**config.mk**
```make
export PLATFORM = sky130hd
export DESIGN_NAME = ll_fifo_drain_arbiter
export DESIGN_NICKNAME = d
export VERILOG_FILES = /design/src/rtl/ll_fifo_pkg.sv /design/src/rtl/drain_out_buf.sv /design/src/rtl/ll_fifo_drain_arbiter.sv
export SDC_FILE = /design/constraint.sdc
export NUM_CORES = 1
export LEC_CHECK = 0
export CAP_MARGIN = 30
export CORE_MARGIN = 10
export CORE_UTILIZATION = 45
export DETAILED_ROUTE_END_ITERATION = 16
export DONT_BUFFER_PORTS = 1
export HOLD_SLACK_MARGIN = 0.03
export PLACE_DENSITY = 0.66
export SYNTH_ARGS = -nofsm -noshare
export SYNTH_HDL_FRONTEND = slang
export SYNTH_SLANG_ARGS = --single-unit
```
**constraint.sdc**
```tcl
create_clock -name clk -period 4.53 [get_ports clk]
set_clock_uncertainty 0.2 [all_clocks]
set_input_delay 0.906 -clock clk [delete_from_list [all_inputs] [get_ports clk]]
set_output_delay 0.906 -clock clk [all_outputs]
set_load 0.03 [all_outputs]
```
**src/rtl/ll_fifo_pkg.sv**
```systemverilog
// Shared definitions for the linked-list FIFO drain path.
package ll_fifo_pkg;

   // Depth of the drain output buffer.
   localparam int OUT_DEPTH = 2;

   // Widest queue index supported by the generic select type.
   localparam int QSEL_MAX_W = 8;

   // Generic queue-select/offset type, wide enough for any supported queue count.
   typedef logic [QSEL_MAX_W-1:0] qsel_t;

   // Queue-select width for n queues; never narrower than one bit.
   function automatic int sel_width(input int n);
      int w;
      if (n <= 2) begin
         w = 1;
      end else begin
         w = $clog2(n);
      end
      return w;
   endfunction

endpackage

```
**src/rtl/drain_out_buf.sv**
```systemverilog
// Two-entry valid/ready output buffer carrying a data word and its source queue.
module drain_out_buf
   import ll_fifo_pkg::*;
#(
   parameter int WIDTH     = 8,
   parameter int SEL_WIDTH = 1
) (
   input  logic                 clk,
   input  logic                 rst,
   input  logic                 wr_en,
   input  logic [WIDTH-1:0]     wr_data,
   input  logic [SEL_WIDTH-1:0] wr_sel,
   input  logic                 rd_ready,
   output logic                 valid,
   output logic [WIDTH-1:0]     rd_data,
   output logic [SEL_WIDTH-1:0] rd_sel,
   output logic [1:0]           count
);

   localparam int EW = WIDTH + SEL_WIDTH;

   logic [EW-1:0] slot0_q, slot0_d;
   logic [EW-1:0] slot1_q, slot1_d;
   logic [1:0]    count_q, count_d;
   logic          valid_q, valid_d;
   logic          deq_s;
   logic [EW-1:0] wr_entry_s;

   // Next-state of the two slots: slot0 is always the head, strict FIFO order.
   always_comb begin
      deq_s      = valid_q & rd_ready;
      wr_entry_s = {wr_sel, wr_data};
      slot0_d    = slot0_q;
      slot1_d    = slot1_q;
      count_d    = count_q;
      case (count_q)
         2'd0: begin
            if (wr_en) begin
               slot0_d = wr_entry_s;
               count_d = 2'd1;
            end else begin
               count_d = 2'd0;
            end
         end
         2'd1: begin
            if (deq_s && wr_en) begin
               slot0_d = wr_entry_s;
               count_d = 2'd1;
            end else if (deq_s) begin
               count_d = 2'd0;
            end else if (wr_en) begin
               slot1_d = wr_entry_s;
               count_d = 2'd2;
            end else begin
               count_d = 2'd1;
            end
         end
         2'd2: begin
            if (deq_s && wr_en) begin
               slot0_d = slot1_q;
               slot1_d = wr_entry_s;
               count_d = 2'd2;
            end else if (deq_s) begin
               slot0_d = slot1_q;
               count_d = 2'd1;
            end else begin
               count_d = 2'd2;
            end
         end
         default: begin
            count_d = 2'd0;
         end
      endcase
      valid_d = (count_d != 2'd0);
   end

   // Buffer state registers; reset drops any buffered words.
   always_ff @(posedge clk) begin
      if (!rst) begin
         slot0_q <= {EW{1'b0}};
         slot1_q <= {EW{1'b0}};
         count_q <= 2'd0;
         valid_q <= 1'b0;
      end else begin
         slot0_q <= slot0_d;
         slot1_q <= slot1_d;
         count_q <= count_d;
         valid_q <= valid_d;
      end
   end

   assign valid   = valid_q;
   assign rd_data = slot0_q[WIDTH-1:0];
   assign rd_sel  = slot0_q[WIDTH +: SEL_WIDTH];
   assign count   = count_q;

endmodule

```
**src/rtl/ll_fifo_drain_arbiter.sv**
```systemverilog
// Round-robin drain of a shared linked-list FIFO into a small valid/ready stream.
module ll_fifo_drain_arbiter
   import ll_fifo_pkg::*;
#(
   parameter int WIDTH     = 8,
   parameter int NUM_FIFOS = 2,
   parameter int SEL_WIDTH = sel_width(NUM_FIFOS)
) (
   input  logic                 clk,
   input  logic                 rst,
   input  logic [NUM_FIFOS-1:0] empty,
   input  logic [WIDTH-1:0]     ll_data_out,
   input  logic [NUM_FIFOS-1:0] en_mask,
   output logic                 pop,
   output logic [SEL_WIDTH-1:0] pop_sel,
   output logic                 out_valid,
   input  logic                 out_ready,
   output logic [WIDTH-1:0]     out_data,
   output logic [SEL_WIDTH-1:0] out_sel
);

   localparam logic [SEL_WIDTH:0]   NUM_EXT  = (SEL_WIDTH+1)'(NUM_FIFOS);
   localparam logic [SEL_WIDTH-1:0] LAST_SEL = SEL_WIDTH'(NUM_FIFOS - 1);

   logic [SEL_WIDTH-1:0]   rr_ptr_q, rr_ptr_d;
   logic [NUM_FIFOS-1:0]   elig_s;
   logic [2*NUM_FIFOS-1:0] dbl_s;
   logic [NUM_FIFOS-1:0]   rot_s;
   logic [NUM_FIFOS-1:0]   scan_s;
   logic                   found_s;
   qsel_t                  offset_s;
   logic [SEL_WIDTH:0]     sum_s;
   logic [SEL_WIDTH:0]     diff_s;
   logic [SEL_WIDTH-1:0]   pick_s;
   logic                   deq_s;
   logic                   space_s;
   logic                   pop_s;
   logic [1:0]             count_s;

   // Pop only when reset is released, the buffer can take a word and some queue is eligible.
   always_comb begin
      elig_s  = ~empty & en_mask;
      deq_s   = out_valid & out_ready;
      space_s = (count_s < 2'(OUT_DEPTH)) | deq_s;
      pop_s   = rst & space_s & (|elig_s);
   end

   // Cyclic first-eligible search starting at rr_ptr: rotate, find lowest set bit, map back.
   always_comb begin
      dbl_s    = {elig_s, elig_s} >> rr_ptr_q;
      rot_s    = dbl_s[NUM_FIFOS-1:0];
      scan_s   = {NUM_FIFOS{1'b0}};
      found_s  = 1'b0;
      offset_s = {QSEL_MAX_W{1'b0}};
      for (int i = 0; i < NUM_FIFOS; i++) begin
         scan_s = rot_s >> i;
         if (!found_s && scan_s[0]) begin
            found_s  = 1'b1;
            offset_s = qsel_t'(i);
         end else begin
            found_s  = found_s;
         end
      end
      sum_s  = {1'b0, rr_ptr_q} + {1'b0, offset_s[SEL_WIDTH-1:0]};
      diff_s = sum_s - NUM_EXT;
      if (sum_s >= NUM_EXT) begin
         pick_s = diff_s[SEL_WIDTH-1:0];
      end else begin
         pick_s = sum_s[SEL_WIDTH-1:0];
      end
   end

   // Round-robin pointer advances past the queue just popped.
   always_comb begin
      if (pop_s) begin
         if (pick_s == LAST_SEL) begin
            rr_ptr_d = {SEL_WIDTH{1'b0}};
         end else begin
            rr_ptr_d = pick_s + SEL_WIDTH'(1);
         end
      end else begin
         rr_ptr_d = rr_ptr_q;
      end
   end

   // Round-robin pointer register.
   always_ff @(posedge clk) begin
      if (!rst) begin
         rr_ptr_q <= {SEL_WIDTH{1'b0}};
      end else begin
         rr_ptr_q <= rr_ptr_d;
      end
   end

   assign pop     = pop_s;
   assign pop_sel = pop_s ? pick_s : {SEL_WIDTH{1'b0}};

   drain_out_buf #(
      .WIDTH     (WIDTH),
      .SEL_WIDTH (SEL_WIDTH)
   ) u_out_buf (
      .clk      (clk),
      .rst      (rst),
      .wr_en    (pop_s),
      .wr_data  (ll_data_out),
      .wr_sel   (pick_s),
      .rd_ready (out_ready),
      .valid    (out_valid),
      .rd_data  (out_data),
      .rd_sel   (out_sel),
      .count    (count_s)
   );

endmodule

```
==> results of run 1 <==
==> power groups by stage <==
stage | logic [mW] | clock network [mW] | registers [mW]
3_3_place_gp | 0.0417 | 0 | 0.233
4_1_cts | 0.0429 | 0.155 | 0.229
6_report | 0.0425 | 0.150 | 0.229
3_5_place_dp | 0.0427 | 0 | 0.233
2_1_floorplan | 0.0410 | 0 | 0.230
5_1_grt | 0.0484 | 0.162 | 0.231
==> through the flow <==
| step | area [um2] | power (mW) |
|---|---|---|
| finish | 1200 | 0.421 |
| floorplan | 1140 | 0.272 |
| CTS | 1200 | 0.428 |
| detailed placement | 1150 | 0.276 |
| global placement | 1150 | 0.275 |
| global route | 1200 | 0.441 |
==> worst min-delay path, cell delays in order, from the launching register on <==
cell and delay [ns]:
dfxtp_1 0.33, nand2_1 0.05, mux2i_1 0.06
==> worst max-delay path by stage <==
stage	depth (start not counted)	slack (ns)	to
finish	5	1.46	pop_sel
global route	5	1.37	pop_sel
CTS	5	1.45	pop_sel
detailed placement	5	1.45	pop_sel
global placement	5	1.49	pop_sel
floorplan	5	1.57	pop_sel
==> cell type report <==
| class | instances | area share (%) |
|---|---|---|
| Timing Repair Buffer | 1 | 0.626 |
| Clock inverter | 1 | 2.50 |
| Sequential cell | 22 | 36.7 |
| Clock buffer | 3 | 1.88 |
| Inverter | 4 | 1.25 |
| Tap cell | 30 | 3.13 |
| Multi-Input combinational cell | 87 | 53.9 |
==> metal layers <==
layer	GRT usage [%]	up-vias	part of all wire, %
li1	-	416	-
met1	11.8	376	43
met2	14.8	23	47
met3	3.67	4	8.5
met4	3.29	0	1.3
met5	0	-	0
==> cell usage in the layout (no fill, tap or decap), types with 2 or more instances in the layout <==
| cell | netlist | final |
|---|---|---|
| a21oi_1 | 2 | 2 |
| and2_1 | 2 | 2 |
| clkbuf_4 | 0 | 3 |
| dfxtp_1 | 22 | 22 |
| ha_1 | 4 | 4 |
| inv_1 | 3 | 3 |
| mux2i_1 | 17 | 17 |
| nand2_1 | 27 | 27 |
| nand2b_4 | 2 | 2 |
| nor2b_1 | 2 | 2 |
| o211a_1 | 8 | 8 |
| o21ai_0 | 9 | 9 |
==> flip-flops by register name, indices dropped and copies added, names as in the netlist <==
name               flops
u_out_buf.slot0_q      9
u_out_buf.slot1_q      9
u_out_buf.count        2
rr_ptr_q               1
u_out_buf.valid        1
==> kinds of logic (layout without fill, tap and decap cells) <==
family	count (synthesis)	count (layout)	synth area share (%)
flops	22	22	38.7
buf+inv	10	9	4.40
compound gates	28	28	20.7
simple gates	37	37	16.0
fa+ha+maj	5	5	5.28
mux	17	17	15.0
==> metrics.sh, run 1 <==
NUMCTSBUFFERS=3
CTS_RESIZED=0
GRT_SETUP_UNREPAIRED='false'
WORST-PATH-BUF-INV=1
SETUP_TNS_AFTER_FINAL_LAYOUT_NS=0
REPORT.FINAL.SLEW_VIOL_COUNT=0
WORSTREGTOREGCELLS=9
POST_CTS.REPAIR.SETUP_BUFFERS=0
GP_ROUTABILITY_CONGESTION=0.734
YS_TYPES=30
VIAS_PER_CELL=5.53
CRIT_TYPE='input port to output port'
DESIGN.FINAL.NETS=138
TIMING.FMAX_MHz=326
CRITICAL-PATH-MAX-STAGE-DELAY_NS=0.37
ROUTED-VIA-COUNT=819
FLOORPLAN.INITIALDENSITY_PCT=46.3
TOP_LEVEL_PORTS=27
FINALSETUPVIOLCOUNT=0
OUTCOME='finished, final reports clean'
POST-SYNTH-TOP-AREA-CELL='dfxtp_1'
GR-TOTAL-OVERFLOW=0
CTS.SINKS=22
SW_FRAC_OF_TOTAL_PCT=25.5
P_COMB_SHARE_PCT=10.1
FINISHED_CORE_UTIL_PCT=48.9
CELL_COUNT_AFTER_SYNTHESIS=119
MAXIMUM_IR_DROP_ON_THE_VDD_RAIL_mV=0.205
HOLD_PATH.STARTPOINT='u_out_buf.slot1_q[4]'
TIMING.MAX_SLEW.REL_SLACK_PCT=64.3
CP-STARTPOINT='empty[0]'
CTS.REPORTEDPATHS.CLKPINSLEW_NS=0.12
PLACE.DETAILED.INSTANCES=144
WORST-ENDPOINT-ARRIVAL_NS=1.96
SYNTHMOSTINSTANTIATEDCELL='nand2_1'
FIN_CRIT_SH_PCT=67.7
CTSHTREEMAXLEVEL=1
MULTI_INPUT_COMB_AREA_UM2=647
GRT_PASS1_VIAS=836
LAYOUT-DRIVE-GT1-SHARE_PCT=9.32
SYNTH.TOP_CELLS.BY_AREA='dfxtp_1 (39%), mux2i_1 (15%), nand2_1 (8.9%), o211a_1 (7.0%), ha_1 (4.4%)'
WORSTSETUPENDPOINTTYPE='output port'
CTSLONGESTPATHBUFFERS=2
MIN-DELAY-PATH-CLASS='flip-flop to flip-flop'
SYNTH-EDFF-COUNT=0
DRC=0
LAYOUT_SETUP_WS_NS=1.46
CELLLEAKAGEPOWER_nW=0.654
PWR-SHARE-SEQ_PCT=54.3
CRITPATHLAUNCHTYPE='input port'
POSTSYNTHREGISTERBITS=22
SYNTH_TOP_AREA_SHARE_PCT=38.7
CRITICAL-PATH-TOP-DELAY-FAMILY='simple AND/OR/NAND/NOR gates'
CTS_TREE='yes'
CTSROOTBUFFERMASTER='clkbuf_4'
FINAL.HOLD.WORST_SLACK_NS=0.275
CELLPOWERDENSITY_nW_PER_UM2=351
POST_LAYOUT_NONFILLER_INSTANCES=148
DRT-TOTAL-WL_MM=2.41
SEQUENTIAL_CELL_AREA_UM2=440
SYNTH_ASYNC_SR_FLOP_SHARE_PCT=0
MAPPEDNETLISTAREA_UM2=1140
REPORT.FINAL.HOLD_VIOL_COUNT=0
YS_SEQ_AREA_SHARE_PCT=38.7
CELL_WITH_THE_LARGEST_STAGE_DELAY_ON_THE_WORST_PATH='and2_1'
NUMBER_OF_ROWS_IN_THE_CORE_AREA=18
TIMING.RR.END='u_out_buf.slot0_q[8]'
POST_DRT_WL_PER_CELL_UM=16.3
NUMBER_OF_ANTENNA_VIOLATIONS_AT_THE_FIRST_CHECK_IN_GLOBAL_ROUTING=0
HOLD_END='u_out_buf.slot1_q[4]'
WORSTMARGINPINSLEW_NS=0.536
PERIOD_NEEDED_NS=3.07
HPWL_MM=1.79
SYN_AVG_CELL_AREA_UM2=9.56
CRITPATHREQUIREDTIME_NS=3.42
TOTAL_SWITCHING_POWER_mW=0.107
FLOP_TO_FLOP_SETUP_SLACK_NS=1.96
POWER.CLOCK.FRACTION_PCT=35.6
ANTENNA_CELLS=0
DRTITER0DRC=50
PATH_MAX_FANOUT=5
DIE_WIDTH_UM=70.3
WORSTPATHCELLLIST='nand2b_4 -> a21oi_1 -> nand2_1 -> inv_2 -> and2_1'
DIE-AREA_UM2=4940
DRTANTENNAVIOLNETS=0
LAYOUT.FILLER_CELLS=238
CORE-AREA_UM2=2450
HOLD_DEPTH=2
DIE_H_UM=70.3
GRT_PASS1_WL_MM=4.06
TRACK_USAGE_PCT=9.58
NUMBER_OF_DETAILED_ROUTE_ITERATIONS_IN_THE_FIRST_PASS=4
SYNTH_TOP_CELLS_BY_COUNT='nand2_1 (27), dfxtp_1 (22), mux2i_1 (17), o21ai_0 (9), o211a_1 (8)'
MAX-CAP-VIOLATIONS=0
POWER.INTERNAL_mW=0.314
SYNTH_FLOP_CELL='dfxtp_1'
SYNTH_FP_NETS=138
CLOCK_LATENCY_ON_THE_WORST_SKEW_PAIR_NS=0.30
CTS_HOLD_BUFFERS=0
SYNTHTOLAYOUTAREAGROWTH_PCT=5.50
MAXIMUM_NUMBER_OF_PINS_ON_ONE_NET_BEFORE_GLOBAL_ROUTE_REPAIR=33
PLACEMENT.SETUP.WORST_SLACK_NS=1.45
SYNTH.YOSYS.WARNINGS=0
REG2REG_FROM='u_out_buf.valid'
PORTBUFFERS=0
No activity file was read; power rests on OpenSTA's default activity.
==> run 2, diff against run 1 <==
- clock period: 4.53 -> 3 ns (I/O delays scaled with it)
==> metrics.sh, run 2 (synthesized netlist as in run 1, its figures left out) <==
OUTCOME='finished, final reports clean'
VIAS_PER_CELL=5.59  # +1.0%
CTS_TREE='yes'
GRT_PASS1_WL_MM=3.97  # -2.2%
REPORT.FINAL.SLEW_VIOL_COUNT=0  # unchanged
PATH_MAX_FANOUT=5  # unchanged
TIMING.FMAX_MHz=410
DRT-TOTAL-WL_MM=2.39  # -0.75%
WORST-ENDPOINT-ARRIVAL_NS=1.64  # -0.32 ns
NUMBER_OF_ANTENNA_VIOLATIONS_AT_THE_FIRST_CHECK_IN_GLOBAL_ROUTING=0  # unchanged
MAXIMUM_NUMBER_OF_PINS_ON_ONE_NET_BEFORE_GLOBAL_ROUTE_REPAIR=33  # unchanged
LAYOUT.CELLS.MOST_COMMON_LIST='nand2_1 (27), dfxtp_1 (22), mux2i_1 (17)'
MAXIMUM_IR_DROP_ON_THE_VDD_RAIL_mV=0.346  # +69%
ROUTED-VIA-COUNT=833  # +1.7%
CELLLEAKAGEPOWER_nW=0.660  # +0.80%
LAYOUT-DRIVE-GT1-SHARE_PCT=10.1  # +0.76 points
SETUP_TNS_AFTER_FINAL_LAYOUT_NS=0  # unchanged
CRITPATHLAUNCHTYPE='input port'
DRC=0  # unchanged
WORSTSETUPENDPOINTTYPE='output port'
NUMCTSBUFFERS=3  # unchanged
HPWL_MM=1.82  # +1.7%
POST_DRT_WL_PER_CELL_UM=16.1  # -1.4%
CTSHTREEMAXLEVEL=1  # unchanged
CTS_HOLD_BUFFERS=0  # unchanged
WORSTMARGINPINSLEW_NS=0.525  # -0.0105 ns
FLOORPLAN.INITIALDENSITY_PCT=46.3  # unchanged
MAX-CAP-VIOLATIONS=0  # unchanged
CTSROOTBUFFERMASTER='clkbuf_4'
POWER.INTERNAL_mW=0.476  # +52%
MET2_USAGE_PCT=14.6  # -0.20 points
CTS.SINKS=22  # unchanged
FIN_CRIT_SH_PCT=81.3
PORTBUFFERS=0  # unchanged
P_COMB_SHARE_PCT=10.9  # +0.8 points
PWR-SHARE-SEQ_PCT=53.4  # -0.9 points
GR-MAX-USAGE-LAYER='met2'
FINALSETUPVIOLCOUNT=0  # unchanged
FINAL.HOLD.WORST_SLACK_NS=0.200  # -0.0749 ns
TOTAL_SWITCHING_POWER_mW=0.166  # +54%
CRITPATHREQUIREDTIME_NS=2.20  # -1.22 ns
CORE-AREA_UM2=2450  # unchanged
CTSLONGESTPATHBUFFERS=2  # unchanged
CRIT_TYPE='input port to output port'
DIE-AREA_UM2=4940  # unchanged
CTS_RESIZED=0  # unchanged
GP_ROUTABILITY_CONGESTION=0.790  # +7.7%
REPORT.FINAL.HOLD_VIOL_COUNT=0  # unchanged
SW_FRAC_OF_TOTAL_PCT=25.8  # +0.34 points
GRT_SETUP_UNREPAIRED='false'
NUMBER_OF_ROWS_IN_THE_CORE_AREA=18  # unchanged
ANTENNA_CELLS=0  # unchanged
LAYOUT.FILLER_CELLS=239  # +0.42%
POST_CTS.REPAIR.SETUP_BUFFERS=0  # unchanged
SEQUENTIAL_CELL_AREA_UM2=440  # unchanged
GRTUSAGEMET1_PCT=11.3  # -0.50 points
TIMING.MAX_SLEW.REL_SLACK_PCT=65.0  # +0.70 points
DIE_H_UM=70.3  # unchanged
CLOCK_LATENCY_ON_THE_WORST_SKEW_PAIR_NS=0.31  # about the same
FINISHED_CORE_UTIL_PCT=49.2  # +0.31 points
GR-TOTAL-OVERFLOW=0  # unchanged
CELLPOWERDENSITY_nW_PER_UM2=531  # +51%
TRACK_USAGE_PCT=9.55  # -0.034 points
MULTI_INPUT_COMB_AREA_UM2=647  # unchanged
CTS.REPORTEDPATHS.CLKPINSLEW_NS=0.12  # about the same
DRTANTENNAVIOLNETS=0  # unchanged
SYNTHTOLAYOUTAREAGROWTH_PCT=6.16
DRTITER0DRC=43  # -14%
TOP_LEVEL_PORTS=27  # unchanged
GRT_PASS1_VIAS=819  # -2.0%
GRT_USE_MET3_PCT=4.66  # +0.99 points
NUMBER_OF_DETAILED_ROUTE_ITERATIONS_IN_THE_FIRST_PASS=4  # unchanged
DIE_WIDTH_UM=70.3  # unchanged
MIN-DELAY-PATH-CLASS='input port to flip-flop'
PERIOD_NEEDED_NS=2.44
DESIGN.FINAL.NETS=139  # +0.72%
MOSTFREQUENTLAYOUTCELL='nand2_1'
POWER.CLOCK.FRACTION_PCT=35.7  # about the same
run 2: worst max-delay path: stages:
cell	delay [ns]
nand2b_4	0.14
a21oi_1	0.18
nand2_1	0.13
inv_2	0.19
and2_1	0.39
run 2: final timing paths:
kind,startpoint,to,slack [ns],depth (start not counted)
worst max-delay path,empty[0],pop_sel,0.56,5
worst min-delay path,rst,u_out_buf.count[0],0.20,1
worst max register to register,u_out_buf.count[1],u_out_buf.slot0_q[7],0.70,8
worst min register to register,u_out_buf.slot1_q[4],u_out_buf.slot1_q[4],0.27,2
run 2: layer usage:
| layer | vias to the layer above | share of wire, % |
|---|---|---|
| li1 | 419 | - |
| met1 | 385 | 44 |
| met2 | 27 | 45 |
| met3 | 2 | 10 |
| met4 | 0 | 0.38 |
| met5 | - | 0 |
run 2: final cells by class:
class,instances,share of cell area (%)
flip-flops and latches,22,36.5
multi-input cells,87,53.6
clock inverters,1,2.49
well taps,30,3.11
inverters,4,1.24
repair buffers,2,1.24
clock buffers,3,1.87
run 2: power by group through the flow:
| stage | clock [mW] | sequential, mW | combinational, mW |
|---|---|---|---|
| detailed placement | 0 | 0.350 | 0.0702 |
| CTS | 0.235 | 0.344 | 0.0705 |
| floorplan | 0 | 0.348 | 0.0619 |
| global route | 0.248 | 0.346 | 0.0781 |
| global placement | 0 | 0.350 | 0.0680 |
| finish | 0.229 | 0.343 | 0.0698 |
run 2: through the flow:
step	worst slack [ns]	std cells	total power, mW	area, um2
after floorplan	0.646	119	0.410	1140
after global placement	0.456	145	0.418	1150
after detailed placement	0.365	145	0.420	1150
after CTS	0.560	149	0.649	1210
after global routing	0.458	149	0.672	1210
final	0.562	149	0.642	1210
==> run 3, diff against run 2 <==
- PLACE_DENSITY: 0.66 -> 0.68
- clock period: 3 -> 2.2 ns (I/O delays scaled with it)
==> metrics.sh, run 3 (synthesized netlist as in run 1, its figures left out) <==
FINISH.INSTANCE_AREA_UM2=1300  # +7.6%
GRT_SETUP_UNREPAIRED='false'
CLOCK_LATENCY_ON_THE_WORST_SKEW_PAIR_NS=0.30  # about the same
SYNTHTOLAYOUTAREAGROWTH_PCT=14.2
HPWL_MM=1.89  # +4.0%
CTS_TREE='yes'
MAXIMUM_NUMBER_OF_PINS_ON_ONE_NET_BEFORE_GLOBAL_ROUTE_REPAIR=33  # unchanged
NUMBER_OF_ROWS_IN_THE_CORE_AREA=18  # unchanged
ANTENNA_CELLS=0  # unchanged
WORSTMARGINPINSLEW_NS=0.377  # -0.148 ns
POST_DP_CELL_AREA_UM2=1220  # +5.6%
POST_DRT_WL_PER_CELL_UM=15.8  # -1.3%
CTSROOTBUFFERMASTER='clkbuf_4'
REPORT.FINAL.HOLD_VIOL_COUNT=0  # unchanged
HOLD_DEPTH=2  # +1
PLACE.DETAILED.INSTANCES=152  # +4.8%
GRT_PASS1_WL_MM=4.42  # +11%
WORSTREGTOREGCELLS=9  # +1
DIE_H_UM=70.3  # unchanged
DRT-TOTAL-WL_MM=2.50  # +4.6%
DESIGN.FINAL.NETS=148  # +6.5%
PLACEMENT.SETUP.WORST_SLACK_NS=-0.00317  # -0.368 ns
HOLD_END='rr_ptr_q'
WORST-ENDPOINT-ARRIVAL_NS=1.45  # -0.19 ns
TRACK_USAGE_PCT=10.6  # +1.1 points
FLOORPLAN.INITIALDENSITY_PCT=46.3  # unchanged
PATH_MAX_FANOUT=3  # -2
NUMBER_OF_DETAILED_ROUTE_ITERATIONS_IN_THE_FIRST_PASS=6  # +2
CELLPOWERDENSITY_nW_PER_UM2=680  # +28%
FIN_CRIT_SH_PCT=94.9
ROUTED-VIA-COUNT=851  # +2.2%
OUTCOME='finished, final reports clean'
CTSHTREEMAXLEVEL=1  # unchanged
MULTI_INPUT_COMB_AREA_UM2=653  # +0.97%
DRTANTENNAVIOLNETS=0  # unchanged
LAYOUT-DRIVE-GT1-SHARE_PCT=15.6  # +5.5 points
PERIOD_NEEDED_NS=2.09
TIMING.MAX_SLEW.REL_SLACK_PCT=74.8  # +9.8 points
MIN-DELAY-PATH-CLASS='input port to flip-flop'
POWER.CLOCK.FRACTION_PCT=34.7  # -1.0 points
PORTBUFFERS=0  # unchanged
CTSLONGESTPATHBUFFERS=2  # unchanged
POST_LAYOUT_NONFILLER_INSTANCES=158  # +6.0%
MOSTFREQUENTLAYOUTCELL='nand2_1'
LAYOUT_SETUP_WS_NS=0.112  # -0.449 ns
SEQUENTIAL_CELL_AREA_UM2=440  # unchanged
FINALSETUPVIOLCOUNT=0  # unchanged
SETUP_TNS_AFTER_FINAL_LAYOUT_NS=0  # unchanged
FLOP_TO_FLOP_SETUP_SLACK_NS=0.24  # -0.46 ns
PWR-SHARE-SEQ_PCT=52.8  # -0.6 points
NUMBER_OF_ANTENNA_VIOLATIONS_AT_THE_FIRST_CHECK_IN_GLOBAL_ROUTING=0  # unchanged
CTS.SINKS=22  # unchanged
P_COMB_SHARE_PCT=12.5  # +1.6 points
MAXIMUM_IR_DROP_ON_THE_VDD_RAIL_mV=0.483  # +40%
NUMCTSBUFFERS=3  # unchanged
CRIT_TYPE='input port to output port'
DIE-AREA_UM2=4940  # unchanged
DRC=0  # unchanged
MAX-CAP-VIOLATIONS=0  # unchanged
TOTAL_SWITCHING_POWER_mW=0.223  # +34%
DRTITER0DRC=35  # -19%
CELLLEAKAGEPOWER_nW=0.708  # +7.4%
TOP_LEVEL_PORTS=27  # unchanged
LAYOUT.FILLER_CELLS=219  # -8.4%
TIMING.FMAX_MHz=479
DIE_WIDTH_UM=70.3  # unchanged
LAYOUT.CELLS.MOST_COMMON_LIST='nand2_1 (27), dfxtp_1 (22), mux2i_1 (17)'
WORSTSETUPENDPOINTTYPE='output port'
HOLD_PATH.STARTPOINT='rst'
CTS.REPORTEDPATHS.CLKPINSLEW_NS=0.12  # about the same
TIMING.RR.END='u_out_buf.slot0_q[1]'
CORE-AREA_UM2=2450  # unchanged
POWER.INTERNAL_mW=0.660  # +39%
GR-TOTAL-OVERFLOW=0  # unchanged
SW_FRAC_OF_TOTAL_PCT=25.2  # -0.61 points
GP_ROUTABILITY_CONGESTION=0.806  # +2.1%
GRT_PASS1_VIAS=908  # +11%
CRITPATHREQUIREDTIME_NS=1.56  # -0.64 ns
CRITPATHLAUNCHTYPE='input port'
REPORT.FINAL.SLEW_VIOL_COUNT=0  # unchanged
REG2REG_FROM='u_out_buf.valid'
VIAS_PER_CELL=5.39  # -3.7%
-- run 3: cell count changes in the layout (fill, tap and decap cells not counted) --
cell	delta
buf_4	+6
dlygate4sd3_1	+2
buf_12	+1
nor4b_1	-1
nor4b_2	+1
-- run 3: cell type report --
cell class	count	share of cell area, %
Sequential cell	22	33.9
Inverter	4	1.16
Multi-Input combinational cell	87	50.3
Clock buffer	3	1.73
Timing Repair Buffer	11	7.71
Tap cell	30	2.89
Clock inverter	1	2.31
-- run 3: how the worst max path moves through the flow --
| stage | slack, ns | from | depth (start not counted) | endpoint |
|---|---|---|---|---|
| 4_1_cts | 0.11 | empty[0] | 5 | pop_sel |
| 3_5_place_dp | -0.003 | empty[1] | 9 | u_out_buf.slot0_q[8] |
| 6_report | 0.11 | empty[0] | 5 | pop_sel |
| 5_1_grt | 0.05 | u_out_buf.valid | 8 | u_out_buf.slot0_q[8] |
| 2_1_floorplan | 0.006 | empty[0] | 9 | u_out_buf.slot1_q[0] |
| 3_3_place_gp | 0.08 | empty[1] | 9 | u_out_buf.slot0_q[8] |
-- run 3: worst max-delay path: stages --
cell and delay (ns):
nand2b_4 0.12, buf_4 0.14, maj3_1 0.38, and2_1 0.21, buf_12 0.15
-- run 3: power by group through the flow --
| stage | Sequential (mW) | Combinational (mW) | Clock, mW |
|---|---|---|---|
| after floorplan | 0.475 | 0.0845 | 0 |
| after global placement | 0.475 | 0.104 | 0 |
| after detailed placement | 0.476 | 0.107 | 0 |
| after CTS | 0.467 | 0.109 | 0.316 |
| after global routing | 0.470 | 0.124 | 0.336 |
| final | 0.466 | 0.110 | 0.306 |
-- run 3: per-layer routing --
layer / GRT usage (%) / vias up / share of wire (%)
li1: - / 436 / -
met1: 12.4 / 396 / 43
met2: 16.6 / 17 / 49
met3: 4.24 / 2 / 8.2
met4: 4.61 / 0 / 0.52
met5: 0 / - / 0
-- run 3: repair_timing --
item / CTS / global route
resized for setup: 0 / 1
hold buffers: 1 / 1
hold endpoints to repair: 1 / 1
endpoints found under the setup margin: 0 / 1
buffers inserted: 0 / 0
-- run 3: through the flow --
stage	power, mW	utilization, %	hold WS (ns)
6_report	0.883	52.9	0.0571
3_3_place_gp	0.580	49.7	0.244
4_1_cts	0.893	52.2	0.0332
3_5_place_dp	0.583	49.7	0.254
2_1_floorplan	0.559	-	0.237
5_1_grt	0.930	52.9	0.0310
